## config.mk

```make
export PLATFORM = sky130hd
export DESIGN_NAME = q15_divider
export DESIGN_NICKNAME = d
export VERILOG_FILES = /design/src/rtl/q15_divider.sv
export SDC_FILE = /design/constraint.sdc
export NUM_CORES = 1
export LEC_CHECK = 0
export BUFFER_PORTS_ARGS = -buffer_cell sky130_fd_sc_hd__buf_4
export CAP_MARGIN = 40
export CORE_MARGIN = 2
export CORE_UTILIZATION = 60
export CTS_CLUSTER_SIZE = 20
export DETAILED_ROUTE_END_ITERATION = 7
export GPL_TIMING_DRIVEN = 0
export PLACE_DENSITY = 0.81
export SLEW_MARGIN = 20
export SYNTH_ARGS = -nofsm -noshare
export SYNTH_HDL_FRONTEND = slang
export SYNTH_SLANG_ARGS = --single-unit
```

## constraint.sdc

```tcl
create_clock -name clk -period 11.3 [get_ports clk]
set_input_delay 2.26 -clock clk [delete_from_list [all_inputs] [get_ports clk]]
set_output_delay 2.26 -clock clk [all_outputs]
set_load 0.02 [all_outputs]
```

## src/rtl/q15_divider.sv

```systemverilog
// Signed Q15 divider: res = trunc((a << 15) / b), saturated, via 79-step restoring division.
// Fixed 80-cycle latency from acceptance to done; divide-by-zero reports nan with a signed full-scale result.
module q15_divider (
  input  logic        clk,
  input  logic        rst_n,
  input  logic        start,
  input  logic [63:0] a,
  input  logic [63:0] b,
  output logic        busy,
  output logic        done,
  output logic        nan,
  output logic [63:0] res
);

  localparam logic [63:0] QMAX = 64'h7FFF_FFFF_FFFF_FFFF;
  localparam logic [63:0] QMIN = 64'h8000_0000_0000_0000;

  typedef enum logic [1:0] {IDLE, CALC, FIX} state_t;

  state_t      state, state_nxt;
  logic [6:0]  cnt;
  logic [78:0] nq;     // dividend bits shift out the top, quotient bits shift in the bottom
  logic [63:0] rem;
  logic [63:0] d;
  logic        sgn, a_neg;

  logic [63:0] a_mag, b_mag;
  logic [64:0] rem_sh;
  logic [63:0] rem_sub;
  logic        ge;
  logic        q_hi;
  logic [63:0] res_nxt;

  always_comb begin
    a_mag   = a[63] ? (~a + 64'd1) : a;
    b_mag   = b[63] ? (~b + 64'd1) : b;
    rem_sh  = {rem, nq[78]};
    ge      = (rem_sh >= {1'b0, d});
    // when ge holds the true difference is below d, so the low 64 bits are exact
    rem_sub = rem_sh[63:0] - d;
  end

  // quotient post-processing: sign, saturation, divide-by-zero
  always_comb begin
    q_hi = |nq[78:64];
    if (d == 64'd0)
      res_nxt = a_neg ? QMIN : QMAX;
    else if (!sgn)
      res_nxt = (q_hi || nq[63]) ? QMAX : nq[63:0];
    else
      res_nxt = (q_hi || (nq[63] && |nq[62:0])) ? QMIN : (~nq[63:0] + 64'd1);
  end

  always_ff @(posedge clk or negedge rst_n) begin
    if (!rst_n) state <= IDLE;
    else        state <= state_nxt;
  end

  always_comb begin
    state_nxt = state;
    case (state)
      IDLE:    if (start) state_nxt = CALC;
      CALC:    if (cnt == 7'd78) state_nxt = FIX;
      FIX:     state_nxt = IDLE;
      default: state_nxt = IDLE;
    endcase
  end

  always_comb begin
    busy = (state != IDLE);
  end

  always_ff @(posedge clk or negedge rst_n) begin
    if (!rst_n) begin
      cnt   <= 7'd0;
      nq    <= 79'd0;
      rem   <= 64'd0;
      d     <= 64'd0;
      sgn   <= 1'b0;
      a_neg <= 1'b0;
      done  <= 1'b0;
      nan   <= 1'b0;
      res   <= 64'd0;
    end else begin
      done <= 1'b0;
      case (state)
        IDLE: if (start) begin
          nq    <= {a_mag, 15'd0};
          d     <= b_mag;
          rem   <= 64'd0;
          sgn   <= a[63] ^ b[63];
          a_neg <= a[63];
          cnt   <= 7'd0;
        end
        CALC: begin
          rem <= ge ? rem_sub : rem_sh[63:0];
          nq  <= {nq[77:0], ge};
          cnt <= cnt + 7'd1;
        end
        FIX: begin
          res  <= res_nxt;
          nan  <= (d == 64'd0);
          done <= 1'b1;
        end
        default: ;
      endcase
    end
  end

endmodule

```

Yosys cells after proc, flatten, opt, wreduce, memory -nomap -nowiden

Cells that the tools add are included.

Bits in registers: 284
Input bits: 131

Add/subtract/negate cells: 5
$lt $le $gt $ge: 1
Equality and inequality tests: 5
Multiplexer cells: 18
Bitwise logic cells: 4
Reductions and logical operators: 12

Operator list:

| kind                  | number |
|---|---|
| $mux 64               | 9 |
| $add 64x1->64 const B | 3 |
| $not 64->64           | 3 |
| $pmux 79 s2           | 1 |
| $pmux 64 s2           | 1 |
| $mux 79               | 1 |
| $ge 65x64->1          | 1 |
| $logic_not 64->1      | 1 |
| $sub 64x64->64        | 1 |
| $reduce_or 63->1      | 1 |
| $reduce_or 15->1      | 1 |
| $pmux 7 s2            | 1 |
| $add 7x1->7 const B   | 1 |
| $eq 7x7->1 const B    | 1 |
| $mux 7                | 1 |
| $reduce_and 2->1      | 3 |
| $mux 2                | 2 |
| $ne 2x2->1 const B    | 2 |
| $pmux 2 s2            | 1 |
| $reduce_bool 2->1     | 2 |
| $eq 2x1->1 const B    | 1 |
| $eq 2x2->1 const B    | 1 |
| $logic_not 2->1       | 1 |
| $logic_or 1x1->1      | 2 |
| 3 further kinds       | 3 |

Logic depth before layout (Yosys ltp)

Depth in word-level cells: 6
Depth in mapped cells: 15
Depth with buffers taken out: 13

Worst setup path after synthesis

Ideal clock, no wire load.

Path type: input -> register
Start: in b[16]
End: reg d[59]
Library setup time: 134 ps
Arrival time: 5,433 ps
Required time: 11,166 ps
Path slack: 5,733 ps
Stages on the path: 10
Buffers on the path: 0
Path through: or4_1 nor4b_2 nand4_1 or4_1 or4_1 or2_1 or4_4 o31ai_1 xor2_1 o21ai_0

Longest elaborated chain between the ends: 3

RTL lines:

| element                | line | source |
|---|---|---|
| start: declaration     | 8    | `input logic [63:0] b,` |
| $not 64->64            | 36   | `b_mag = b[63] ? (~b + 64'd1) : b;` |
| $add 64x1->64          | 36   |  |
| $mux 64                | 36   |  |
| end signal: assignment | 89   | `d <= b_mag;` |
| end: declaration       | 24   | `logic [63:0] d;` |

No other way between the ends.
A chain may end at the register's enable or synchronous reset.

Worst setup path after layout

Ends and elaborated chain as after synthesis.

==> tab_implementation.tex <==
\begin{tabular}{lr}
\hline
Metric & Value \\
\hline
\multicolumn{2}{l}{\textbf{Placement}} \\
\# placed instances & 3158 \\
Placement-stage worst setup slack & 5100 ps \\
Post-DP HPWL & 55200 um \\
Final estimated routing congestion in global placement & 1.03 \\
IO buf count & 195 \\
\multicolumn{2}{l}{\textbf{Synthesis}} \\
Synthesized netlist net count & 2714 \\
Unique masters post-synth & 68 \\
Post-synth EDFFs & 0 \\
Portion of the post-synthesis area used by sequential elements & 0.355 \\
Primary flip-flop cell chosen by synthesis mapping & sky130\_fd\_sc\_hd\_\_dfrtp\_1 \\
YS warnings & 0 \\
Synthesized area per cell & 7.96 sq um \\
Post-synth design cell area & 20000 sq um \\
Synth Register Bits & 284 \\
Share of flip-flops with an asynchronous set or reset & 1.00 \\
Number of standard cells after synthesis & 2513 \\
\multicolumn{2}{l}{\textbf{STA}} \\
Worst Tran Pin Value & 935 ps \\
Total count of max-transition violations in the final report & 0 \\
Max Fclk & 0.177 GHz \\
Final period demand of the worst path & 5640 ps \\
Remaining max-slew budget at the tightest pin & 0.377 \\
Fin Setup TNS & 0 ps \\
Fin. Hold Viols & 0 \\
Final worst path period share & 0.499 \\
Final setup violation count & 0 \\
Layout Skew & 13.6 ps \\
Setup repair after global routing missed its margin & false \\
Final critical-path setup slack & 5660 ps \\
\multicolumn{2}{l}{\textbf{Critical path}} \\
Worst setup path startpoint & b[16] \\
Worst Reg-to-Reg Cells & 14 \\
Crit path top cell by count & sky130\_fd\_sc\_hd\_\_or4\_1 \\
Data arrival time of the critical path & 6090 ps \\
Delay of the slowest cell on the worst path & 580 ps \\
Critical Path End Type & register \\
Worst endpoint required time & 11750 ps \\
Class of the most critical setup path & input port to register \\
Worst flop-to-flop path endpoint & res[17] \\
Maximum fanout along the worst path & 5 \\
Slack of the worst reg-to-reg path & 6140 ps \\
Slowest cell on the critical path & sky130\_fd\_sc\_hd\_\_or4\_1 \\
Cells along the critical path & buf\_4 > or4\_1 > nor4b\_2 > nand4\_1 > or4\_1 > or4\_1 > or2\_1 > or4\_4 > o31ai\_1 > xor2\_1 > o21ai\_0 \\
Crit start category & input port \\
Source of the worst register-to-register timing path & nq[0] \\
\multicolumn{2}{l}{\textbf{Min path}} \\
Class of the worst hold path & register to register \\
Min-Delay Endpoint & res[62] \\
Critical hold path startpoint & res[62] \\
Worst hold path cell count & 2 \\
\multicolumn{2}{l}{\textbf{Die}} \\
Placement Rows & 66 \\
I/O pin count & 198 \\
Initial standard-cell utilization of the core & 0.612 \\
Vertical extent of the die & 187 um \\
Placeable Area & 32700 sq um \\
Die X-Extent & 187 um \\
Die area & 34800 sq um \\
\multicolumn{2}{l}{\textbf{Drt}} \\
Total vias in the final route & 21200 \\
Routed length per instance & 22.3 um \\
ANT nets after route & 0 \\
Drt first pass iters & 7 \\
Detailed Route WL & 71700 um \\
Vias per inst & 6.59 \\
Total DRC errors in the routed layout & 0 \\
Iter 0 DRT Violations & 2104 \\
\multicolumn{2}{l}{\textbf{Power}} \\
Maximum VDD drop & 0.117 mV \\
Leakage power of the design & 9.30 nW \\
Total power divided by cell area & 95.5 nW/um\^{}2 \\
Power Total & 2.22 mW \\
\multicolumn{2}{l}{\textbf{Clock network}} \\
Root cell of the clock tree & sky130\_fd\_sc\_hd\_\_clkbuf\_16 \\
Clock transition at the registers of the reported paths & 60 ps \\
Quantity of gates resized following cts & 0 \\
Clock network latency to the later pin of the worst-skew pair & 590 ps \\
Clock sink count & 284 \\
Maximum level of the CTS H-tree & 1 \\
CTS tree & yes \\
CTS max path bufs & 3 \\
Number of post-CTS setup repair buffers & 0 \\
CTS Hold Buffers Added & 0 \\
Number of buffers inserted during clock tree synthesis & 31 \\
\multicolumn{2}{l}{\textbf{Global routing}} \\
Global-route wire length before repair & 111000 um \\
Number of antenna violations at the first check in global routing & 1 \\
Largest net degree at the start of global routing & 93 \\
Overall track demand over capacity in global routing & 0.401 \\
Via count of the first global-routing pass & 20500 \\
GRT overflow & 0 \\
\multicolumn{2}{l}{\textbf{Job}} \\
Number of max-cap violations & 0 \\
\multicolumn{2}{l}{\textbf{Finish}} \\
Fillers & 2623 \\
Fraction of final layout cells sized beyond drive strength 1 & 0.101 \\
Non-Filler Instances & 3218 \\
Area Growth Syn to Fin & 16.1\% \\
Post-layout nets & 2953 \\
\multicolumn{2}{l}{\textbf{Run status}} \\
Result of the run & finished clean \\
\hline
\end{tabular}
-- cell usage in the layout (no fill, tap or decap), types with 12 or more instances in the layout --
cell type / count
sky130_fd_sc_hd__a211oi_1: 16
sky130_fd_sc_hd__a21o_1: 25
sky130_fd_sc_hd__a21oi_1: 179
sky130_fd_sc_hd__a22o_1: 22
sky130_fd_sc_hd__a22oi_1: 65
sky130_fd_sc_hd__a31oi_1: 28
sky130_fd_sc_hd__buf_4: 196
sky130_fd_sc_hd__clkbuf_1: 158
sky130_fd_sc_hd__clkbuf_16: 31
sky130_fd_sc_hd__dfrtp_1: 284
sky130_fd_sc_hd__ha_1: 69
sky130_fd_sc_hd__inv_1: 99
sky130_fd_sc_hd__nand2_1: 321
sky130_fd_sc_hd__nand2b_1: 19
sky130_fd_sc_hd__nand3_1: 54
sky130_fd_sc_hd__nand4_1: 32
sky130_fd_sc_hd__nor2_1: 123
sky130_fd_sc_hd__nor2b_1: 18
sky130_fd_sc_hd__nor3_1: 57
sky130_fd_sc_hd__nor3b_1: 15
sky130_fd_sc_hd__nor4_1: 46
sky130_fd_sc_hd__o21ai_0: 387
sky130_fd_sc_hd__o21bai_1: 18
sky130_fd_sc_hd__o311ai_0: 13
sky130_fd_sc_hd__o31ai_1: 43
sky130_fd_sc_hd__o41ai_1: 22
sky130_fd_sc_hd__or2_2: 12
sky130_fd_sc_hd__or3_1: 48
sky130_fd_sc_hd__or4_1: 33
sky130_fd_sc_hd__xnor2_1: 39
sky130_fd_sc_hd__xor2_1: 144
-- flip-flops by register name, summed over array words and instances (netlist names) --
signal / cells
rem: 64
res: 64
nan: 1
nq: 79
d: 64
sgn: 1
cnt: 7
a_neg: 1
state: 2
done: 1
-- cell usage after synthesis, types with 4 or more instances --
library cell,n,area share
sky130_fd_sc_hd__o211ai_1,10,0.0038
sky130_fd_sc_hd__a32oi_1,10,0.0044
sky130_fd_sc_hd__nand2b_1,19,0.0059
sky130_fd_sc_hd__nand4b_1,4,0.0018
sky130_fd_sc_hd__nand2_1,321,0.060
sky130_fd_sc_hd__nand3b_1,6,0.0023
sky130_fd_sc_hd__or3_1,48,0.015
sky130_fd_sc_hd__a211oi_1,16,0.0060
sky130_fd_sc_hd__nor2_1,123,0.023
sky130_fd_sc_hd__a21oi_1,179,0.045
sky130_fd_sc_hd__or2_1,4,0.0013
sky130_fd_sc_hd__xnor2_1,39,0.017
sky130_fd_sc_hd__ha_1,69,0.043
sky130_fd_sc_hd__inv_1,99,0.019
sky130_fd_sc_hd__nor4_1,46,0.014
sky130_fd_sc_hd__o41ai_1,22,0.0096
sky130_fd_sc_hd__nand3_1,54,0.014
sky130_fd_sc_hd__and2_1,10,0.0031
sky130_fd_sc_hd__a22oi_1,65,0.024
sky130_fd_sc_hd__nor3b_1,15,0.0056
sky130_fd_sc_hd__nor2b_1,18,0.0056
sky130_fd_sc_hd__o21a_1,8,0.0030
sky130_fd_sc_hd__xor2_1,144,0.063
sky130_fd_sc_hd__a31oi_1,28,0.0088
sky130_fd_sc_hd__a22o_1,22,0.0096
sky130_fd_sc_hd__a21o_1,25,0.0094
sky130_fd_sc_hd__or4_1,33,0.012
sky130_fd_sc_hd__and4_1,4,0.0018
sky130_fd_sc_hd__o21ai_1,4,0.0010
sky130_fd_sc_hd__clkbuf_1,152,0.029
sky130_fd_sc_hd__o311ai_0,13,0.0057
sky130_fd_sc_hd__mux2i_1,10,0.0050
sky130_fd_sc_hd__dfrtp_1,284,0.36
sky130_fd_sc_hd__o31ai_1,43,0.016
sky130_fd_sc_hd__buf_1,4,0.00075
sky130_fd_sc_hd__a21boi_0,7,0.0026
sky130_fd_sc_hd__nor3_1,57,0.014
sky130_fd_sc_hd__nand4_1,32,0.010
sky130_fd_sc_hd__and3_1,10,0.0031
sky130_fd_sc_hd__o21bai_1,18,0.0068
sky130_fd_sc_hd__o21ai_0,387,0.097
sky130_fd_sc_hd__or2_2,12,0.0038
-- cells by family after synthesis --
| family | after synthesis | share of synthesized area |
|---|---|---|
| AOI/OAI and AO/OA | 882 | 0.264 |
| xor gates and xnor gates | 183 | 0.0801 |
| adders and majority gates | 70 | 0.0442 |
| buffers and inverters | 259 | 0.0491 |
| DFF | 284 | 0.355 |
| muxes | 10 | 0.00501 |
| and+or+nand+nor | 825 | 0.202 |
-- stage by stage --
| stage | instance area (sq um) | util | hold slack (ps) |
|---|---|---|---|
| final | 23200 | 0.710 | 498 |
| after global routing | 23200 | 0.710 | 507 |
| after CTS | 23200 | 0.709 | 492 |
| after detailed placement | 22100 | 0.677 | 473 |
| after global placement | 22000 | 0.673 | 465 |
| after floorplan | 20000 | - | 457 |
-- metal layers --
layer | part of all wire | track usage | up-vias | routed length, um
li1 | - | - | 9645 | -
met1 | 0.38 | 0.475 | 10000 | 26900
met2 | 0.48 | 0.696 | 1270 | 34700
met3 | 0.081 | 0.0532 | 286 | 5800
met4 | 0.060 | 0.239 | 0 | 4330
met5 | 0 | 0 | - | 0
-- critical path: cells and delay by family --
kind | cells | cell delay (ps)
simple gates | 7 | 3160
compound gates | 2 | 350
xor+xnor | 1 | 180
buf+inv | 1 | 130
-- area by class of cell --
class / instances / area, sq um / area share
antenna: 2 / 5.00 / 0.000216
buffer: 159 / 607 / 0.0261
clock buffer: 44 / 895 / 0.0385
clock inverter: 11 / 143 / 0.00614
inverter: 100 / 375 / 0.0162
multi-input combinational: 1970 / 11900 / 0.513
sequential: 284 / 7110 / 0.306
tap: 442 / 553 / 0.0238
timing repair buffer: 206 / 1620 / 0.0699
-- how the worst max path moves through the flow --
stage               slack (ps)     to
global route              5470  d[59]
CTS                       5700  d[59]
floorplan                 5730  d[59]
detailed placement        5100  d[59]
finish                    5660  d[59]
global placement          5200  d[59]
-- report_power, final --
group / internal (mW) / switching, mW / total (mW)
Sequential: 1.02 / 0 / 1.02
Combinational: 0.0607 / 0.0878 / 0.149
Clock: 0.615 / 0.436 / 1.05
No activity file was read; power rests on OpenSTA's default activity.
